### config.mk
export PLATFORM = sky130hd
export DESIGN_NAME = direction_deque
export DESIGN_NICKNAME = d
export VERILOG_FILES = /design/src/rtl/direction_deque.sv
export SDC_FILE = /design/constraint.sdc
export NUM_CORES = 1
export LEC_CHECK = 0
export CAP_MARGIN = 10
export CORE_MARGIN = 2
export CORE_UTILIZATION = 40
export CTS_BUF_LIST = sky130_fd_sc_hd__clkbuf_8
export DETAILED_ROUTE_END_ITERATION = 8
export PLACE_DENSITY = 0.58
export SLEW_MARGIN = 20
export SYNTH_ARGS = -nofsm -noshare
export SYNTH_HDL_FRONTEND = slang
export SYNTH_SLANG_ARGS = --single-unit
export TNS_END_PERCENT = 1
### constraint.sdc
create_clock -name Clk -period 12.1 [get_ports Clk]
set_clock_uncertainty 0.15 [all_clocks]
set_input_delay 2.42 -clock Clk [delete_from_list [all_inputs] [get_ports Clk]]
set_output_delay 2.42 -clock Clk [all_outputs]
set_load 0.05 [all_outputs]
### src/rtl/direction_deque.sv
// Purpose: 2-bit direction deque (LIFO backtrack at the back, FIFO path replay at the front) in a circular buffer.
// Latency: one cycle; stack_out/path_out/path_valid/err are registered, flags are decoded from count.
// Backpressure: none; illegal or dropped operations leave state untouched and set the sticky err flag.
module direction_deque #(
    parameter int DEPTH = 256
) (
    input  logic                     Clk,
    input  logic                     Rst,
    input  logic                     our_reset,
    input  logic                     push,
    input  logic [1:0]               dir,
    input  logic                     pop_back,
    input  logic                     pop_front,
    output logic [1:0]               stack_out,
    output logic [1:0]               path_out,
    output logic                     path_valid,
    output logic                     is_deque_empty,
    output logic                     is_deque_full,
    output logic [$clog2(DEPTH):0]   count,
    output logic                     err
);

    localparam int AW = $clog2(DEPTH);
    localparam int CW = AW + 1;
    localparam logic [CW-1:0] DEPTH_C = CW'(DEPTH);

    // Storage is deliberately not reset; a slot is only read after it was written.
    logic [1:0]    mem [DEPTH];

    logic [AW-1:0] head_q, head_d;
    logic [AW-1:0] tail_q, tail_d;
    logic [CW-1:0] count_q, count_d;
    logic [1:0]    stack_q, stack_d;
    logic [1:0]    path_q, path_d;
    logic          pvld_q, pvld_d;
    logic          err_q, err_d;

    logic          we;
    logic [AW-1:0] waddr;
    logic          empty;
    logic          full;
    logic [AW-1:0] tail_m1;
    logic [AW-1:0] tail_p1;
    logic [AW-1:0] head_p1;

    assign empty   = (count_q == '0);
    assign full    = (count_q == DEPTH_C);
    assign tail_m1 = tail_q - AW'(1);
    assign tail_p1 = tail_q + AW'(1);
    assign head_p1 = head_q + AW'(1);

    // Next-state decode: our_reset first, then the operation combinations in priority order.
    always_comb begin
        head_d  = head_q;
        tail_d  = tail_q;
        count_d = count_q;
        stack_d = stack_q;
        path_d  = path_q;
        pvld_d  = 1'b0;
        err_d   = err_q;
        we      = 1'b0;
        waddr   = tail_q;
        if (our_reset) begin
            head_d  = '0;
            tail_d  = '0;
            count_d = '0;
            stack_d = '0;
            path_d  = '0;
            err_d   = 1'b0;
        end else if (pop_back && pop_front) begin
            // Conflicting pops: the backtrack wins, any push is ignored.
            err_d = 1'b1;
            if (!empty) begin
                tail_d  = tail_m1;
                count_d = count_q - CW'(1);
                stack_d = mem[tail_m1];
            end
        end else if (push && pop_back) begin
            if (empty) begin
                // Bypass: the pushed direction comes straight back, nothing stored.
                stack_d = dir;
            end else begin
                // Swap the back entry in place; pointers and count stay put.
                stack_d = mem[tail_m1];
                we      = 1'b1;
                waddr   = tail_m1;
            end
        end else if (push && pop_front) begin
            we     = 1'b1;
            tail_d = tail_p1;
            if (empty) begin
                count_d = count_q + CW'(1);
                err_d   = 1'b1;
            end else begin
                // When full, head == tail: the read sees the old slot value before the write lands.
                path_d = mem[head_q];
                head_d = head_p1;
                pvld_d = 1'b1;
            end
        end else if (push) begin
            if (full) begin
                err_d = 1'b1;
            end else begin
                we      = 1'b1;
                tail_d  = tail_p1;
                count_d = count_q + CW'(1);
            end
        end else if (pop_back) begin
            if (empty) begin
                err_d = 1'b1;
            end else begin
                tail_d  = tail_m1;
                count_d = count_q - CW'(1);
                stack_d = mem[tail_m1];
            end
        end else if (pop_front) begin
            if (empty) begin
                err_d = 1'b1;
            end else begin
                path_d  = mem[head_q];
                head_d  = head_p1;
                count_d = count_q - CW'(1);
                pvld_d  = 1'b1;
            end
        end
    end

    // Control and output registers, cleared asynchronously.
    always_ff @(posedge Clk or negedge Rst) begin
        if (!Rst) begin
            head_q  <= '0;
            tail_q  <= '0;
            count_q <= '0;
            stack_q <= '0;
            path_q  <= '0;
            pvld_q  <= 1'b0;
            err_q   <= 1'b0;
        end else begin
            head_q  <= head_d;
            tail_q  <= tail_d;
            count_q <= count_d;
            stack_q <= stack_d;
            path_q  <= path_d;
            pvld_q  <= pvld_d;
            err_q   <= err_d;
        end
    end

    // Storage write port; suppressed while Rst is held so no partial update survives reset.
    always_ff @(posedge Clk) begin
        if (we && Rst) begin
            mem[waddr] <= dir;
        end
    end

    assign stack_out      = stack_q;
    assign path_out       = path_q;
    assign path_valid     = pvld_q;
    assign count          = count_q;
    assign err            = err_q;
    assign is_deque_empty = empty;
    assign is_deque_full  = full;

endmodule

==> results of run 1 <==
## power by group
part	switching [mW]	internal [mW]	total (mW)
clock	0.728	0.749	1.48
combinational	1.73	1.10	2.83
sequential	0.118	2.09	2.21
total	2.58	3.94	6.51
## state kept, by name, indices dropped and copies added, names as in the netlist
signal / flops
count: 9
mem: 512
path_valid: 1
path_out: 2
stack_out: 2
err: 1
tail_q: 8
head_q: 8
## through the flow
step | util, % | hold WS, ns | cells
2_1_floorplan | - | 0.395 | 1883
3_3_place_gp | 41.9 | 0.406 | 2720
3_5_place_dp | 41.9 | 0.438 | 2720
4_1_cts | 44.3 | 0.451 | 2876
5_1_grt | 44.3 | 0.471 | 2877
6_report | 44.3 | 0.450 | 2878
## placed cells by master (no fill, tap or decap), drive strengths merged, types with 11 or more instances in the layout
cell and n:
a211oi 15, a21oi 39, a22oi 21, and3 14, buf 36, clkbuf 93
clkdlybuf4s50 22, clkinv 22, dfrtp 31, edfxtp 512, inv 52, mux2i 75
mux4 246, nand2 146, nand2b 15, nand3 23, nand4 13, nor2 317
nor2b 12, nor3 27, nor4 15, o21ai 38, o22ai 18, xor2 11
## worst min-delay path, delay by kind of cell, from the launching register on
kind	cells	cell delay [ns]
AOI/OAI and AO/OA	2	0.20
DFF	1	0.35
## metal layers
layer  GRT usage [%]  wire (um)  vias to the layer above  part of all wire, %
met1            32.9      34100                     9446                   40
met3            5.29       8160                      191                  9.6
met5               0          0                        -                    0
met4            10.5       3420                        0                  4.0
li1                -          -                     7473                    -
met2            37.1      38900                     1037                   46
## cells by family after synthesis
| kind of cell | share of synthesized area [%] |
|---|---|
| and+or+nand+nor | 9.73 |
| adders and majority gates | 0.226 |
| xor gates and xnor gates | 0.659 |
| AOI/OAI and AO/OA | 5.18 |
| buffers and inverters | 2.88 |
| DFF | 58.3 |
| muxes | 23.1 |
## final cells by class
class	instances	area share, %
clock buffer	93	4.22
multi-input combinational	1174	35.7
antenna	2	0.0165
tap	931	3.84
sequential	543	53.2
inverter	14	0.173
clock inverter	63	1.01
timing repair buffer	58	1.76
## worst max-delay path by stage
stage,slack (ns),depth (start not counted),end,startpoint
final,5.88,6,is_deque_empty,count[0]$_DFFE_PN0P_
after global routing,5.69,6,is_deque_empty,count[0]$_DFFE_PN0P_
after CTS,5.88,6,is_deque_empty,count[0]$_DFFE_PN0P_
after detailed placement,5.53,8,mem[76][1]$_DFFE_PP_,pop_back
after global placement,5.65,8,mem[74][0]$_DFFE_PP_,pop_back
after floorplan,7.18,10,mem[206][0]$_DFFE_PP_,pop_front
==> flow_summary.ini, run 1 <==
[clocking]
path_clk_slew_ns = 0.05
cts_buffer_depth = 3
insertion_delay_ns = 0.69
cts_tree = done
htreeDepth = 3
hold_buffers = 0
post_cts_buffers = 0
cts_resized = 0
cts_root_buffer = clkbuf_8
cts_buffers = 91
clock-sinks = 543

[worst_hold_path]
hold_class = flop to flop
hp-start = err$_DFFE_PN0P_
worstHoldPathCells = 2
whs_endpoint = err$_DFFE_PN0P_

[finish]
seqCellArea_um2 = 16200
design_area_um2 = 30400
multi_input_area_um2 = 10800
areaGrowthSynthToFinish_pct = 9.52
drive_gt1_share_pct = 22.0
fill_cells = 6075
nets = 1895

[critical_path]
worst-path-buf-inv = 3
crit_family = buffers and inverters
rr_startpoint = tail_q[0]$_DFFE_PN0P_
path_cells = inv_1, ha_1, nor3b_1, nand3_1, inv_1, clkdlybuf4s50_1
timing.reg2reg.setup_slack_ns = 6.97
path_common_cell = inv_1
cp_data_required_time_ns = 9.53
cp-end-kind = primary output
slowest_delay_ns = 0.86
reg2regPathDepth = 10
startpoint_type = flop
cp_max_fo = 10
path_class = flop to primary output
r2r-end = stack_out[0]$_DFFE_PN0P_
cp_slowest_cell = clkdlybuf4s50_1
cp.arrival_ns = 3.65

[synth]
netlist_area_um2 = 27700
yosysSeqAreaShare_pct = 58.3
ys_warn_count = 0
avgSynthCellArea_um2 = 14.7
yosys.cell_types.count = 72
syn_nets = 1896
yosys.area.top_type_share_pct = 55.5
yosys.area.top_type = edfxtp_1
synthTopCellsByArea = edfxtp_1 55%, mux4_2 20%, nor2_1 4.3%, dfrtp_1 2.8%, mux2i_1 2.7%
synth-seq-cells = 543
synth_edf_count = 512
async_flop_share_pct = 5.71
yosysMostFrequentCell = edfxtp_1
synth_ff_type = edfxtp_1
yosys-top-cells-count = 512 x edfxtp_1, 317 x nor2_1, 246 x mux4_2
postSynthCellCount = 1883

[power_and_ir_drop]
power_mw = 6.51
vdd_drop_max_uv = 156
leakagePower_nw = 9.12
power_density_nw_per_um2 = 215

[floorplan]
die_x_um = 267
dieArea_um2 = 71400
num_io_pins = 25
initial_core_util_pct = 40.4
rows = 96
die_h_um = 267
core_um2 = 68600

[timing]
finalMaxSlewViolations = 0
rsz0062_at_grt = no
worst_slew_pin_slew_ns = 1.27
fmax_mhz = 161
finalCritPeriodShare_pct = 51.4
slew_headroom_pct = 15.2
setup_viol = 0
period_needed_ns = 6.22
hold_violations = 0
fin_ws_ns = 5.88
fin_tns_setup_ns = 0

[route]
drc = 0
via_per_inst = 6.31
dr_total_vias = 18100
first_pass_iters = 6
ant_nets = 0
route.detailed.wl_per_inst_um = 29.4
drtIter0Drc = 2279
wirelength_um = 84600

[run]
cap_violations = 0

[place]
gp_congestion = 0.908
hpwl_um = 53300
port_buffers = 24
placed_cell_area_um2 = 28800
dpl_worst_slack_ns = 5.53

[global_routing]
grt_pass1_vias = 18100
grt_pass1_wl_um = 124000
grt_util_all_layers_pct = 24.0
overflow = 0
antenna_found_initial = 3
grt_start_max_net_pins = 116

[status]
status = complete, no violations
Power figures use the tool's default switching activity.
==> run 2, diff against run 1 <==
==> constraint.sdc (replaced) <==
create_clock -name Clk -period 5.9 [get_ports Clk]
set_clock_uncertainty 0.15 [all_clocks]
set_input_delay 1.18 -clock Clk [delete_from_list [all_inputs] [get_ports Clk]]
set_output_delay 1.18 -clock Clk [all_outputs]
set_load 0.05 [all_outputs]
==> run 2 against run 1 <==
  * Power rose by 110%
  * Clock-buffer cell count fell by 2
  * Critical path depth did not move
  * Combinational power rose by 110%
  * Largest cell class unchanged
  * Largest power group unchanged
==> flow_summary.ini, run 2 (same netlist as run 1, synthesis figures left out) <==
[timing]
fin_tns_setup_ns = 0
fmax_mhz = 201
rsz0062_at_grt = no
worst_slew_pin_slew_ns = 1.26
period_needed_ns = 4.98
setup_viol = 0
slew_headroom_pct = 15.4
hold_violations = 0
finalMaxSlewViolations = 0
finalCritPeriodShare_pct = 84.4

[clocking]
cts_tree = done
hold_buffers = 0
post_cts_buffers = 0
clock-sinks = 543
cts_buffer_depth = 3
cts_resized = 0
cts_buffers = 89
path_clk_slew_ns = 0.06
htreeDepth = 3
insertion_delay_ns = 0.71
cts_root_buffer = clkbuf_8

[floorplan]
dieArea_um2 = 71400
die_x_um = 267
die_h_um = 267
num_io_pins = 25
core_um2 = 68600
rows = 96
initial_core_util_pct = 40.4

[global_routing]
grt_pass1_wl_um = 129000
grt_util_all_layers_pct = 25.1
antenna_found_initial = 1
overflow = 0
grt_pass1_vias = 18800
grt_start_max_net_pins = 168

[power_and_ir_drop]
sequentialPowerShare_pct = 33.4
clockPowerShare_pct = 22.4
switchingPower_mw = 5.43
pwr-share-comb_pct = 44.2
power_density_nw_per_um2 = 443
leakagePower_nw = 9.21
netSwitchingFraction_pct = 40.2
vdd_drop_max_uv = 395
power_mw = 13.5
p_int_mw = 8.10

[place]
port_buffers = 24
gp_congestion = 0.927
hpwl_um = 56100

[finish]
drive_gt1_share_pct = 23.5
nets = 1925
final_cell_mix = 512 x edfxtp_1, 317 x nor2_1, 246 x mux4_2
largest_register = mem
final_common_cell = edfxtp_1
areaGrowthSynthToFinish_pct = 10.3
largest_reg_flops = 512
fin_util_pct = 44.6

[critical_path]
startpoint_type = flop
cp.arrival_ns = 3.65
path_class = flop to primary output
cp_data_required_time_ns = 4.57
cp-end-kind = primary output
cp_max_fo = 10

[route]
via_per_inst = 6.39
drc = 0
drtIter0Drc = 2521
ant_nets = 0
wirelength_um = 88400
dr_total_vias = 18600
first_pass_iters = 5
route.detailed.wl_per_inst_um = 30.4

[worst_hold_path]
hold_class = flop to flop

[status]
status = complete, no violations

[run]
cap_violations = 0
==> run 2: critical path, stage by stage (launching register included) <==
cell and delay (ns):
dfrtp_1 0.45, inv_1 0.11, ha_1 0.21, nor3b_1 0.56, nand3_1 0.45, inv_1 0.32, clkdlybuf4s50_1 0.85
==> run 2: final timing paths <==
| path | from | endpoint | slack (ns) | cells after the start |
|---|---|---|---|---|
| worst max-delay path | count[0]$_DFFE_PN0P_ | is_deque_empty | 0.92 | 6 |
| worst min-delay path | err$_DFFE_PN0P_ | err$_DFFE_PN0P_ | 0.42 | 2 |
| worst max register to register | tail_q[0]$_DFFE_PN0P_ | stack_out[0]$_DFFE_PN0P_ | 1.14 | 10 |
| worst min register to register | err$_DFFE_PN0P_ | err$_DFFE_PN0P_ | 0.42 | 2 |
| max in group asynchronous | Rst | head_q[2]$_DFFE_PN0P_ | 4.40 | 2 |
| min in group asynchronous | Rst | path_out[0]$_DFFE_PN0P_ | 0.81 | 2 |
==> run 2: power by group through the flow <==
stage               combinational, mW  clock, mW  sequential [mW]
floorplan                        3.93          0             4.53
global placement                 5.87          0             4.59
detailed placement               5.87          0             4.60
CTS                              5.89       3.07             4.52
global route                     6.25       3.23             4.54
finish                           5.98       3.03             4.52
==> run 2: final cells by class <==
type | instances | area [um^2]
antenna | 2 | 5.00
clock buffer | 91 | 1250
clock inverter | 62 | 304
fill | 6136 | 38000
inverter | 14 | 52.6
multi-input combinational | 1174 | 10800
sequential | 543 | 16200
tap | 931 | 1160
timing repair buffer | 90 | 801
==> run 2: routing by layer <==
| metal | vias up | global-route usage (%) | part of all wire, % |
|---|---|---|---|
| li1 | 7526 | - | - |
| met1 | 9679 | 33.7 | 39 |
| met2 | 1152 | 39.5 | 47 |
| met3 | 230 | 4.87 | 9.8 |
| met4 | 0 | 11.9 | 4.7 |
| met5 | - | 0 | 0 |
==> run 2: per-stage QoR <==
| stage | cell area (um^2) | instances | setup WS, ns | hold WS [ns] |
|---|---|---|---|---|
| floorplan | 27700 | 1883 | 1.89 | 0.395 |
| global placement | 29000 | 2752 | 0.887 | 0.407 |
| detailed placement | 29000 | 2752 | 0.806 | 0.426 |
| CTS | 30600 | 2905 | 0.900 | 0.441 |
| global route | 30600 | 2906 | 0.686 | 0.463 |
| finish | 30600 | 2907 | 0.921 | 0.418 |
==> run 3, diff against run 2 <==
--- a/config.mk
+++ b/config.mk
@@ -10,7 +10,7 @@
 export CORE_UTILIZATION = 40
 export CTS_BUF_LIST = sky130_fd_sc_hd__clkbuf_8
 export DETAILED_ROUTE_END_ITERATION = 8
-export PLACE_DENSITY = 0.58
+export PLACE_DENSITY = 0.6
 export SLEW_MARGIN = 20
 export SYNTH_ARGS = -nofsm -noshare
 export SYNTH_HDL_FRONTEND = slang
==> constraint.sdc (replaced) <==
create_clock -name Clk -period 4.4 [get_ports Clk]
set_clock_uncertainty 0.15 [all_clocks]
set_input_delay 0.88 -clock Clk [delete_from_list [all_inputs] [get_ports Clk]]
set_output_delay 0.88 -clock Clk [all_outputs]
set_load 0.05 [all_outputs]
==> run 3 against run 2 <==
  * Wire length is 3.7% lower
  * First-iteration DRC count is 1.1% lower
  * Utilization is 0.87 points higher
  * Sequential cell count did not move
  * Non-clock buffer count increased by 50
  * Global-route usage fell by 0.98 points
  * Setup slack worse by 0.61 ns
  * Clock-buffer cell count increased by 2
  * Design area up 1.9%
  * Sequential share of layout area is 1.0 points lower
  * Power grew 37%
  * Combinational power is 35% higher
==> flow_summary.ini, run 3 (same netlist as run 1, synthesis figures left out) <==
[critical_path]
path_common_cell = nor3_1
timing.reg2reg.setup_slack_ns = 0.31
path_cells = nor3_1, xor2_4, buf_4, nor3_1, o21bai_1, o211ai_1, nor4_1, a211oi_1
r2r-end = stack_out[0]$_DFFE_PN0P_
cp_max_fo = 16
slowest_delay_ns = 0.82
cp_data_required_time_ns = 4.80
crit_cells = 8
rr_startpoint = tail_q[2]$_DFFE_PN0P_
reg2regPathDepth = 8
path_class = flop to flop
startpoint = tail_q[2]$_DFFE_PN0P_
worst-path-buf-inv = 1
startpoint_type = flop
cp_slowest_cell = nor3_1
cp.arrival_ns = 4.49
cp-end-kind = flop
crit_family = simple AND/OR/NAND/NOR gates

[floorplan]
core_um2 = 68600
die_x_um = 267
dieArea_um2 = 71400
initial_core_util_pct = 40.4
die_h_um = 267
num_io_pins = 25
rows = 96

[place]
hpwl_um = 56300
placed_cell_area_um2 = 29400
dpl_worst_slack_ns = -0.0750
gp_congestion = 0.960
port_buffers = 24

[worst_hold_path]
hold_class = flop to flop
hp-start = err$_DFFE_PN0P_
whs_endpoint = err$_DFFE_PN0P_
worstHoldPathCells = 2

[global_routing]
grt_start_max_net_pins = 121
grt_pass1_vias = 18600
gr-usage-met2_pct = 37.0
use_met3_pct = 5.32
top_usage_layer = met2
grt_util_all_layers_pct = 24.1
grtUsageMet1_pct = 32.5
antenna_found_initial = 3
grt_pass1_wl_um = 125000
overflow = 0

[route]
dr_total_vias = 18600
first_pass_iters = 6
route.detailed.wl_per_inst_um = 28.7
wirelength_um = 85100
ant_nets = 0
via_per_inst = 6.26
drc = 0
drtIter0Drc = 2494

[timing]
fmax_mhz = 245
period_needed_ns = 4.09
hold_violations = 0
rsz0062_at_grt = no
fin_ws_ns = 0.312
setup_viol = 0
finalMaxSlewViolations = 0
slew_headroom_pct = 32.1
worst_slew_pin_slew_ns = 1.01
finalCritPeriodShare_pct = 92.9

[clocking]
htreeDepth = 3
hold_buffers = 0
path_clk_slew_ns = 0.06
cts_buffers = 88
cts_buffer_depth = 3
cts_root_buffer = clkbuf_8
clock-sinks = 543
cts_tree = done
post_cts_buffers = 0
insertion_delay_ns = 0.71

[finish]
design_area_um2 = 31200
final_common_cell = edfxtp_1
fin_util_pct = 45.5
areaGrowthSynthToFinish_pct = 12.5
largest_reg_flops = 512
final_cell_mix = 512 x edfxtp_1, 317 x nor2_1, 246 x mux4_2
largest_register = mem
drive_gt1_share_pct = 25.4
nets = 1974

[power_and_ir_drop]
leakagePower_nw = 9.56
vdd_drop_max_uv = 429
power_density_nw_per_um2 = 596

[run]
cap_violations = 0

[status]
status = complete, no violations
-- run 3: changes by cell type in the layout (fill, tap and decap cells not counted), sizes merged --
cell,delta
clkinv,+5
bufinv,+6
clkbuf,+2
buf,+50
clkinvlp,-2
clkdlybuf4s50,-1
dlygate4sd2,+1
-- run 3: where the power goes --
part	switching, mW	total, mW	internal, mW	leakage, nW
registers	0.298	6.04	5.74	5.01
logic	4.81	8.10	3.29	3.57
clock network	2.07	4.44	2.37	0.987
total	7.18	18.6	11.4	9.56
-- run 3: how the worst max path moves through the flow --
stage                                          end  slack (ns)
after floorplan              mem[105][0]$_DFFE_PP_        0.39
after global placement        mem[79][1]$_DFFE_PP_      -0.003
after detailed placement     mem[129][0]$_DFFE_PP_       -0.07
after CTS                           is_deque_empty        0.29
after global routing          mem[80][1]$_DFFE_PP_        0.06
final                     stack_out[0]$_DFFE_PN0P_        0.31
-- run 3: final cells by class --
| type | instances | area (um^2) |
|---|---|---|
| fill | 5996 | 37400 |
| tap | 931 | 1160 |
| sequential | 543 | 16200 |
| clock inverter | 71 | 473 |
| antenna | 2 | 5.00 |
| multi-input combinational | 1174 | 10800 |
| clock buffer | 93 | 1280 |
| inverter | 14 | 52.6 |
| timing repair buffer | 140 | 1200 |
-- run 3: worst min-delay path, delay by kind of cell, from the launching register on --
| kind | cells | cell delay (ns) |
|---|---|---|
| AO/OA/AOI/OAI | 2 | 0.16 |
| flip-flops | 1 | 0.35 |
-- run 3: timing repair --
action | CTS | global route
endpoints found under the hold margin | 0 | 0
endpoints found under the setup margin | 1 | 2
resized for setup | 2 | 1
-- run 3: through the flow --
| stage | cells | hold slack [ns] | setup TNS [ns] | power [mW] |
|---|---|---|---|---|
| 2_1_floorplan | 1883 | 0.395 | 0 | 11.3 |
| 3_3_place_gp | 2802 | 0.389 | -0.0346 | 14.1 |
| 3_5_place_dp | 2802 | 0.406 | -3.28 | 14.1 |
| 4_1_cts | 2966 | 0.421 | 0 | 18.6 |
| 5_1_grt | 2967 | 0.452 | 0 | 19.3 |
| 6_report | 2968 | 0.413 | 0 | 18.6 |
-- run 3: routing by layer --
layer	up-vias	wire length, um
met5	-	0
met4	0	4030
met3	207	8160
met2	1099	38900
met1	9650	34000
li1	7635	-
